File: config.mk
export PLATFORM = sky130hd
export DESIGN_NAME = slowphy_iq_noise_packer
export DESIGN_NICKNAME = d
export VERILOG_FILES = /design/src/rtl/slowphy_pack_pkg.sv /design/src/rtl/slowphy_lane_packer.sv /design/src/rtl/slowphy_iq_noise_packer.sv
export SDC_FILE = /design/constraint.sdc
export NUM_CORES = 2
export LEC_CHECK = 0
export ABC_AREA = 1
export BUFFER_PORTS_ARGS = -buffer_cell sky130_fd_sc_hd__buf_2
export CAP_MARGIN = 20
export CORE_ASPECT_RATIO = 0.7
export CORE_UTILIZATION = 44
export DETAILED_ROUTE_END_ITERATION = 10
export PLACE_DENSITY = 0.61
export SYNTH_ARGS = -nofsm -noshare
export SYNTH_HDL_FRONTEND = slang
export SYNTH_SLANG_ARGS = --single-unit
File: constraint.sdc
create_clock -name i_core_clk -period 67.4 [get_ports i_core_clk]
set_input_delay 10.11 -clock i_core_clk [delete_from_list [all_inputs] [get_ports i_core_clk]]
set_output_delay 10.11 -clock i_core_clk [all_outputs]
set_load 0.01 [all_outputs]
File: src/rtl/slowphy_pack_pkg.sv
// Shared types and helpers for the slow-PHY IQ/noise writer-side packer.
package slowphy_pack_pkg;

    localparam int unsigned LANES = 8;
    localparam int unsigned RE_W  = 16;

    typedef enum logic [1:0] {
        StIdle,
        StRun,
        StFlush,
        StDone
    } state_e;

    // ceil(num/den) with a zero denominator treated as one.
    function automatic logic [15:0] ceil_div(input logic [15:0] num, input logic [15:0] den);
        logic [16:0] d;
        logic [16:0] sum;
        d   = (den == 16'd0) ? 17'd1 : {1'b0, den};
        sum = {1'b0, num} + d - 17'd1;
        return 16'(sum / d);
    endfunction

endpackage

File: src/rtl/slowphy_lane_packer.sv
// Generic 8-lane word accumulator: fills LanesPerAccept lanes per accept, zero-pads on last,
// holds the completed word in an output register until the FIFO takes it.
module slowphy_lane_packer
    import slowphy_pack_pkg::*;
#(
    parameter int unsigned LanesPerAccept = 1
) (
    input  logic                           clk_i,
    input  logic                           rst_i,
    input  logic                           accept_i,
    input  logic [LanesPerAccept*RE_W-1:0] data_i,
    input  logic                           last_i,
    input  logic                           fifo_full_i,
    output logic                           wr_en_o,
    output logic [LANES*RE_W-1:0]          wr_data_o,
    output logic                           pending_o,
    output logic                           word_end_o
);

    localparam int unsigned SlotW = LanesPerAccept * RE_W;
    localparam int unsigned Slots = LANES / LanesPerAccept;
    localparam int unsigned IdxW  = $clog2(Slots);
    localparam int unsigned WordW = LANES * RE_W;

    logic [IdxW-1:0]  idx_q, idx_d;
    logic [WordW-1:0] acc_q, acc_d, out_q, out_d, acc_fill;
    logic             pending_q, pending_d;
    logic             complete;

    assign word_end_o = (idx_q == IdxW'(Slots - 1)) || last_i;
    assign complete   = accept_i && word_end_o;
    assign wr_en_o    = pending_q && !fifo_full_i;
    assign wr_data_o  = out_q;
    assign pending_o  = pending_q;

    always_comb begin
        acc_fill  = acc_q;
        idx_d     = idx_q;
        acc_d     = acc_q;
        out_d     = out_q;
        pending_d = pending_q;
        for (int unsigned s = 0; s < Slots; s++) begin
            if (idx_q == IdxW'(s)) begin
                acc_fill[s*SlotW +: SlotW] = data_i;
            end
        end
        if (wr_en_o) begin
            pending_d = 1'b0;
        end
        // Accumulator is cleared on every completion, so unfilled lanes are already zero.
        if (accept_i) begin
            if (complete) begin
                idx_d     = '0;
                acc_d     = '0;
                out_d     = acc_fill;
                pending_d = 1'b1;
            end else begin
                idx_d = idx_q + 1'b1;
                acc_d = acc_fill;
            end
        end
    end

    always_ff @(posedge clk_i) begin
        if (rst_i) begin
            idx_q     <= '0;
            acc_q     <= '0;
            out_q     <= '0;
            pending_q <= 1'b0;
        end else begin
            idx_q     <= idx_d;
            acc_q     <= acc_d;
            out_q     <= out_d;
            pending_q <= pending_d;
        end
    end

endmodule

File: src/rtl/slowphy_iq_noise_packer.sv
// Per-user IQ/noise packer: FSM, RE/noise budgets and two lane packers.
// Optional full-stall counters are built when SLOWPHY_PACK_STALL_CNT_EN is defined.
module slowphy_iq_noise_packer
    import slowphy_pack_pkg::*;
(
    input  logic                  i_core_clk,
    input  logic                  i_rx_rst,
    input  logic                  i_user_start,
    input  logic [15:0]           i_user_iq_noise_rate,
    input  logic [15:0]           i_cur_user_re_amounts,
    input  logic                  i_re_valid,
    output logic                  o_re_ready,
    input  logic [RE_W-1:0]       i_re_data_i,
    input  logic [RE_W-1:0]       i_re_data_q,
    input  logic                  i_noise_valid,
    output logic                  o_noise_ready,
    input  logic [RE_W-1:0]       i_noise_data,
    input  logic                  IQ_FIFO_Full,
    input  logic                  Noise_FIFO_Full,
    output logic                  IQ_FIFO_Write_Enable,
    output logic                  Noise_FIFO_Write_Enable,
    output logic [LANES*RE_W-1:0] IQ_Data_SUM,
    output logic [LANES*RE_W-1:0] Noise_Data_SUM,
    output logic                  o_busy,
    output logic                  o_user_done,
    output logic [15:0]           o_iq_stall_cnt,
    output logic [15:0]           o_noise_stall_cnt
);

    state_e      state_q, state_d;
    logic [15:0] re_left_q, re_left_d, noise_left_q, noise_left_d;
    logic        run, start_acc;
    logic        re_last, noise_last, re_accept, noise_accept;
    logic        iq_pending, noise_pending, iq_word_end, noise_word_end;

    assign run        = (state_q == StRun);
    assign start_acc  = i_user_start && (state_q == StIdle);
    assign re_last    = (re_left_q == 16'd1);
    assign noise_last = (noise_left_q == 16'd1);

    // Only back-pressure when the next accept would have to overwrite a word still held.
    assign o_re_ready    = run && (re_left_q != 16'd0)
                           && !(iq_pending && IQ_FIFO_Full && iq_word_end);
    assign o_noise_ready = run && (noise_left_q != 16'd0)
                           && !(noise_pending && Noise_FIFO_Full && noise_word_end);
    assign re_accept     = i_re_valid && o_re_ready;
    assign noise_accept  = i_noise_valid && o_noise_ready;

    assign o_busy      = run || (state_q == StFlush);
    assign o_user_done = (state_q == StDone);

    always_comb begin
        state_d      = state_q;
        re_left_d    = re_left_q;
        noise_left_d = noise_left_q;
        unique case (state_q)
            StIdle: begin
                if (i_user_start) begin
                    re_left_d    = i_cur_user_re_amounts;
                    noise_left_d = ceil_div(i_cur_user_re_amounts, i_user_iq_noise_rate);
                    state_d      = (i_cur_user_re_amounts == 16'd0) ? StDone : StRun;
                end
            end
            StRun: begin
                if (re_accept) re_left_d = re_left_q - 16'd1;
                if (noise_accept) noise_left_d = noise_left_q - 16'd1;
                if ((re_left_q == 16'd0) && (noise_left_q == 16'd0)) state_d = StFlush;
            end
            StFlush: begin
                if (!iq_pending && !noise_pending) state_d = StDone;
            end
            StDone: state_d = StIdle;
            default: state_d = StIdle;
        endcase
    end

    always_ff @(posedge i_core_clk) begin
        if (i_rx_rst) begin
            state_q      <= StIdle;
            re_left_q    <= '0;
            noise_left_q <= '0;
        end else begin
            state_q      <= state_d;
            re_left_q    <= re_left_d;
            noise_left_q <= noise_left_d;
        end
    end

    slowphy_lane_packer #(
        .LanesPerAccept(2)
    ) u_iq_packer (
        .clk_i      (i_core_clk),
        .rst_i      (i_rx_rst),
        .accept_i   (re_accept),
        .data_i     ({i_re_data_q, i_re_data_i}),
        .last_i     (re_last),
        .fifo_full_i(IQ_FIFO_Full),
        .wr_en_o    (IQ_FIFO_Write_Enable),
        .wr_data_o  (IQ_Data_SUM),
        .pending_o  (iq_pending),
        .word_end_o (iq_word_end)
    );

    slowphy_lane_packer #(
        .LanesPerAccept(1)
    ) u_noise_packer (
        .clk_i      (i_core_clk),
        .rst_i      (i_rx_rst),
        .accept_i   (noise_accept),
        .data_i     (i_noise_data),
        .last_i     (noise_last),
        .fifo_full_i(Noise_FIFO_Full),
        .wr_en_o    (Noise_FIFO_Write_Enable),
        .wr_data_o  (Noise_Data_SUM),
        .pending_o  (noise_pending),
        .word_end_o (noise_word_end)
    );

`ifdef SLOWPHY_PACK_STALL_CNT_EN
    logic [15:0] iq_stall_q, iq_stall_d, noise_stall_q, noise_stall_d;

    always_comb begin
        iq_stall_d    = iq_stall_q;
        noise_stall_d = noise_stall_q;
        if (start_acc) begin
            iq_stall_d    = '0;
            noise_stall_d = '0;
        end else begin
            if (iq_pending && IQ_FIFO_Full && (iq_stall_q != 16'hFFFF)) begin
                iq_stall_d = iq_stall_q + 16'd1;
            end
            if (noise_pending && Noise_FIFO_Full && (noise_stall_q != 16'hFFFF)) begin
                noise_stall_d = noise_stall_q + 16'd1;
            end
        end
    end

    always_ff @(posedge i_core_clk) begin
        if (i_rx_rst) begin
            iq_stall_q    <= '0;
            noise_stall_q <= '0;
        end else begin
            iq_stall_q    <= iq_stall_d;
            noise_stall_q <= noise_stall_d;
        end
    end

    assign o_iq_stall_cnt    = iq_stall_q;
    assign o_noise_stall_cnt = noise_stall_q;
`else
    logic unused_start_acc;
    assign unused_start_acc  = start_acc;
    assign o_iq_stall_cnt    = '0;
    assign o_noise_stall_cnt = '0;
`endif

endmodule

==> key figures <==
Logic synthesis
  • Synth top area share: 0.341
  • Complex-gate fraction of the synthesized area: 0.203
  • Synth Flop Type: dfxtp_1
  • Synthesized area per cell: 6.93 sq um
  • Post-synthesis adder-cell area fraction: 0.0789
  • Most numerous cell in the Yosys netlist: nand2_1
  • Main combinational cell family by area after synthesis: simple AND/OR/NAND/NOR gates
  • Synth top cells by count: 880 x nand2_1, 695 x a21oi_1, 553 x dfxtp_1, 515 x inv_1, 447 x nand3_1
  • Area contributors post-synth: dfxtp_1 34%, a21oi_1 11%, nand2_1 10%
  • Area share of xor/xnor cells in the synthesized design: 0.0251
  • Post-synthesis mux area share: 0.000617
  • Register bit total from synthesis: 553
  • Synth Warn #: 0
  • Post-synthesis sequential area ratio: 0.341
  • Synthesized cell area: 32400 sq um
  • Post-synthesis cell type count: 69
  • Area leader, netlist: dfxtp_1
  • Async set-reset flop share out of synthesis: 0
  • Mapped Cells: 4679
  • Post-synth EDFFs: 0
  • Synth Area in Simple Gates: 0.243

Power and ir drop
  • Switching share of power: 0.427
  • Pwr Density: 35.2 nW/um^2
  • P_int: 737 uW
  • Max rail drop VDD: 0.0203 mV
  • Clock Power Share: 0.253
  • Flop pwr share: 0.287
  • Leak: 0.0166 uW
  • Power Total: 1280 uW
  • Net Sw Power: 548 uW
  • Logic pwr share: 0.460

Job
  • Max_cap viols: 0

Floorplanning
  • FP Rows: 82
  • Die W: 327 um
  • Die ar.: 74800 sq um
  • Core area: 72200 sq um
  • I/O pin count: 381
  • Initial Utilization: 0.449
  • DIE HEIGHT: 229 um

Worst setup path
  • Max stage delay cell, worst path: a21oi_1
  • Family with the most delay on the worst path: compound AO/OA/AOI/OAI gates
  • Most used cell, CP: nand2_1
  • Worst setup SP type: primary input
  • Worst path required time: 67.92 ns
  • Crit Path Class: primary input to flip-flop
  • Setup crit end kind: flip-flop
  • CP Data Arrival Time: 44.12 ns
  • CP max stage delay: 0.73 ns
  • CP Max Fanout: 24
  • Crit path buf inv count: 30

Routing
  • DRT Pass-1 Iters: 5
  • Vias: 31200
  • DRC: 0
  • Post-DR wirelength/cell: 17.7 um
  • Post-Route WL: 103000 um
  • Post-route ant nets: 0
  • Initial drt markers: 2766
  • Via density: 5.33

Global route
  • Pin count of the biggest net entering global routing: 202
  • First-pass GRT wire length: 160000 um
  • Grt total ovfl: 0
  • Initial antenna violation count: 4
  • Vias in the first global route: 27700
  • Tot GR Track Use: 0.266

Clock network
  • H-tree lvl count: 2
  • CTS tree: done
  • Post-CTS Setup Bufs: 0
  • Worst skew pair latency: 0.63 ns
  • CTS sink cnt: 553
  • Number of CTS-inserted buffers: 55
  • CTS clk-pin slew, worst paths: 0.07 ns
  • Cts repair resizes: 0
  • CTS root buf: clkbuf_16
  • CTS Buffer Depth: 3
  • Hold_buf cts: 0

Finish
  • Nets@finish: 5123
  • Final Non-Filler Cells: 5844
  • FF/Latch Area: 11100 sq um
  • Fill count: 7320
  • Multi-input combinational cell area: 18000 sq um
  • Share of post-route cells with drive strength above 1: 0.140
  • Area grow syn2layout: 12.4%

Place
  • Dpl cells: 5733
  • PortBufs: 348
  • HPWL after DPL: 69800 um
  • Gpl congestion: 0.895
  • Pre-CTS WS: 23.47 ns

Timing
  • Least-Margin Pin Slew: 1.10 ns
  • Minimum clock period: 43.60 ns
  • Setup ws final: 23.80 ns
  • Slew margin rel.: 0.268
  • Final Skew: 0.0290 ns
  • Max Clock Freq: 0.0229 GHz
  • Setup TNS: 0 ns
  • Final Slew Violations: 0
  • Setup violators final: 0
  • Final hold vios: 0
  • Final Cycle Share: 0.647
  • RSZ-0062 raised after global routing: no

Outcome
  • Status: complete, no violations

Hold path
  • Class of the worst hold path: flip-flop to flip-flop
[path summary, 6_finish.rpt]
path	start	endpoint	slack, ns	cells past startpoint
max reg2reg	re_left_q[9]	u_iq_packer.wr_data_o[127]	61.51	15
max	i_user_iq_noise_rate[10]	noise_left_q[0]	23.80	242
min	u_noise_packer.acc_q[116]	u_noise_packer.acc_q[116]	0.43	2
min reg2reg	u_noise_packer.acc_q[116]	u_noise_packer.acc_q[116]	0.43	2
[kinds of logic after synthesis]
| group | count (synthesis) |
|---|---|
| AND/OR/NAND/NOR | 1803 |
| XOR/XNOR | 92 |
| flip-flops | 553 |
| buffers and inverters | 871 |
| other | 1 |
| multiplexers | 2 |
| AO/OA/AOI/OAI | 1153 |
| adder cells (fa/ha/maj) | 204 |
[cell type report]
type / count / area share
Clock inverter: 17 / 0.00559
Inverter: 548 / 0.0570
Multi-Input combinational cell: 3286 / 0.495
Clock buffer: 85 / 0.0461
Antenna cell: 1 / 0.0000686
Timing Repair Buffer: 388 / 0.0601
Tap cell: 966 / 0.0331
Sequential cell: 553 / 0.304
[state kept, by name (all words and copies together), names as in the netlist]
register / flops
u_noise_packer.pending_o: 1
re_left_q: 16
noise_left_q: 16
u_iq_packer.idx_q: 2
u_iq_packer.pending_o: 1
u_noise_packer.wr_data_o: 128
u_noise_packer.acc_q: 128
state_q: 2
u_iq_packer.wr_data_o: 128
u_noise_packer.idx_q: 3
u_iq_packer.acc_q: 128
[power groups by stage]
stage               clock (uW)  sequential, uW  combinational (uW)
global route               345             372                 664
global placement             0             375                 576
detailed placement           0             376                 576
finish                     324             369                 591
floorplan                    0             372                 453
CTS                        330             369                 579
[cell usage in the layout (no fill, tap or decap), drive strengths merged, types with 3 or more instances in the layout]
cell type / count
o21ai: 242
a21boi: 4
nor2: 297
nand2: 930
nand3b: 5
or2: 38
a221oi: 6
o21bai: 19
nor3: 13
o31ai: 3
inv: 544
a21o: 13
a31oi: 9
nand3: 458
o221ai: 3
o211ai: 3
clkinv: 18
a211oi: 114
nor4: 7
xor2: 54
bufinv: 3
nand4: 18
o22ai: 3
a21oi: 713
buf: 388
ha: 203
or3: 19
clkbuf: 85
conb: 32
o2111ai: 14
and2: 16
dfxtp: 553
xnor2: 38
[worst min-delay path, delay by kind of cell, from the launching register on]
family | cells | cell delay [ns]
flops | 1 | 0.31
buf+inv | 1 | 0.05
simple gates | 1 | 0.04
[metrics by stage]
| step | hold slack (ns) | util | instance area, sq um |
|---|---|---|---|
| after global placement | 0.418 | 0.476 | 34400 |
| after global routing | 0.451 | 0.505 | 36500 |
| after CTS | 0.430 | 0.502 | 36300 |
| final | 0.432 | 0.505 | 36500 |
| after floorplan | 0.408 | - | 32600 |
| after detailed placement | 0.420 | 0.476 | 34400 |
[metal layers]
layer / GRT usage / part of all wire / wire length, um / up-vias
met5: 0 / 0.00034 / 35 / -
met4: 0.0583 / 0.018 / 1910 / 6
met3: 0.0508 / 0.082 / 8420 / 111
met2: 0.378 / 0.41 / 42000 / 1028
met1: 0.408 / 0.49 / 50900 / 14300
li1: - / - / - / 15700
Note: power is estimated with default switching activity, not from simulation.
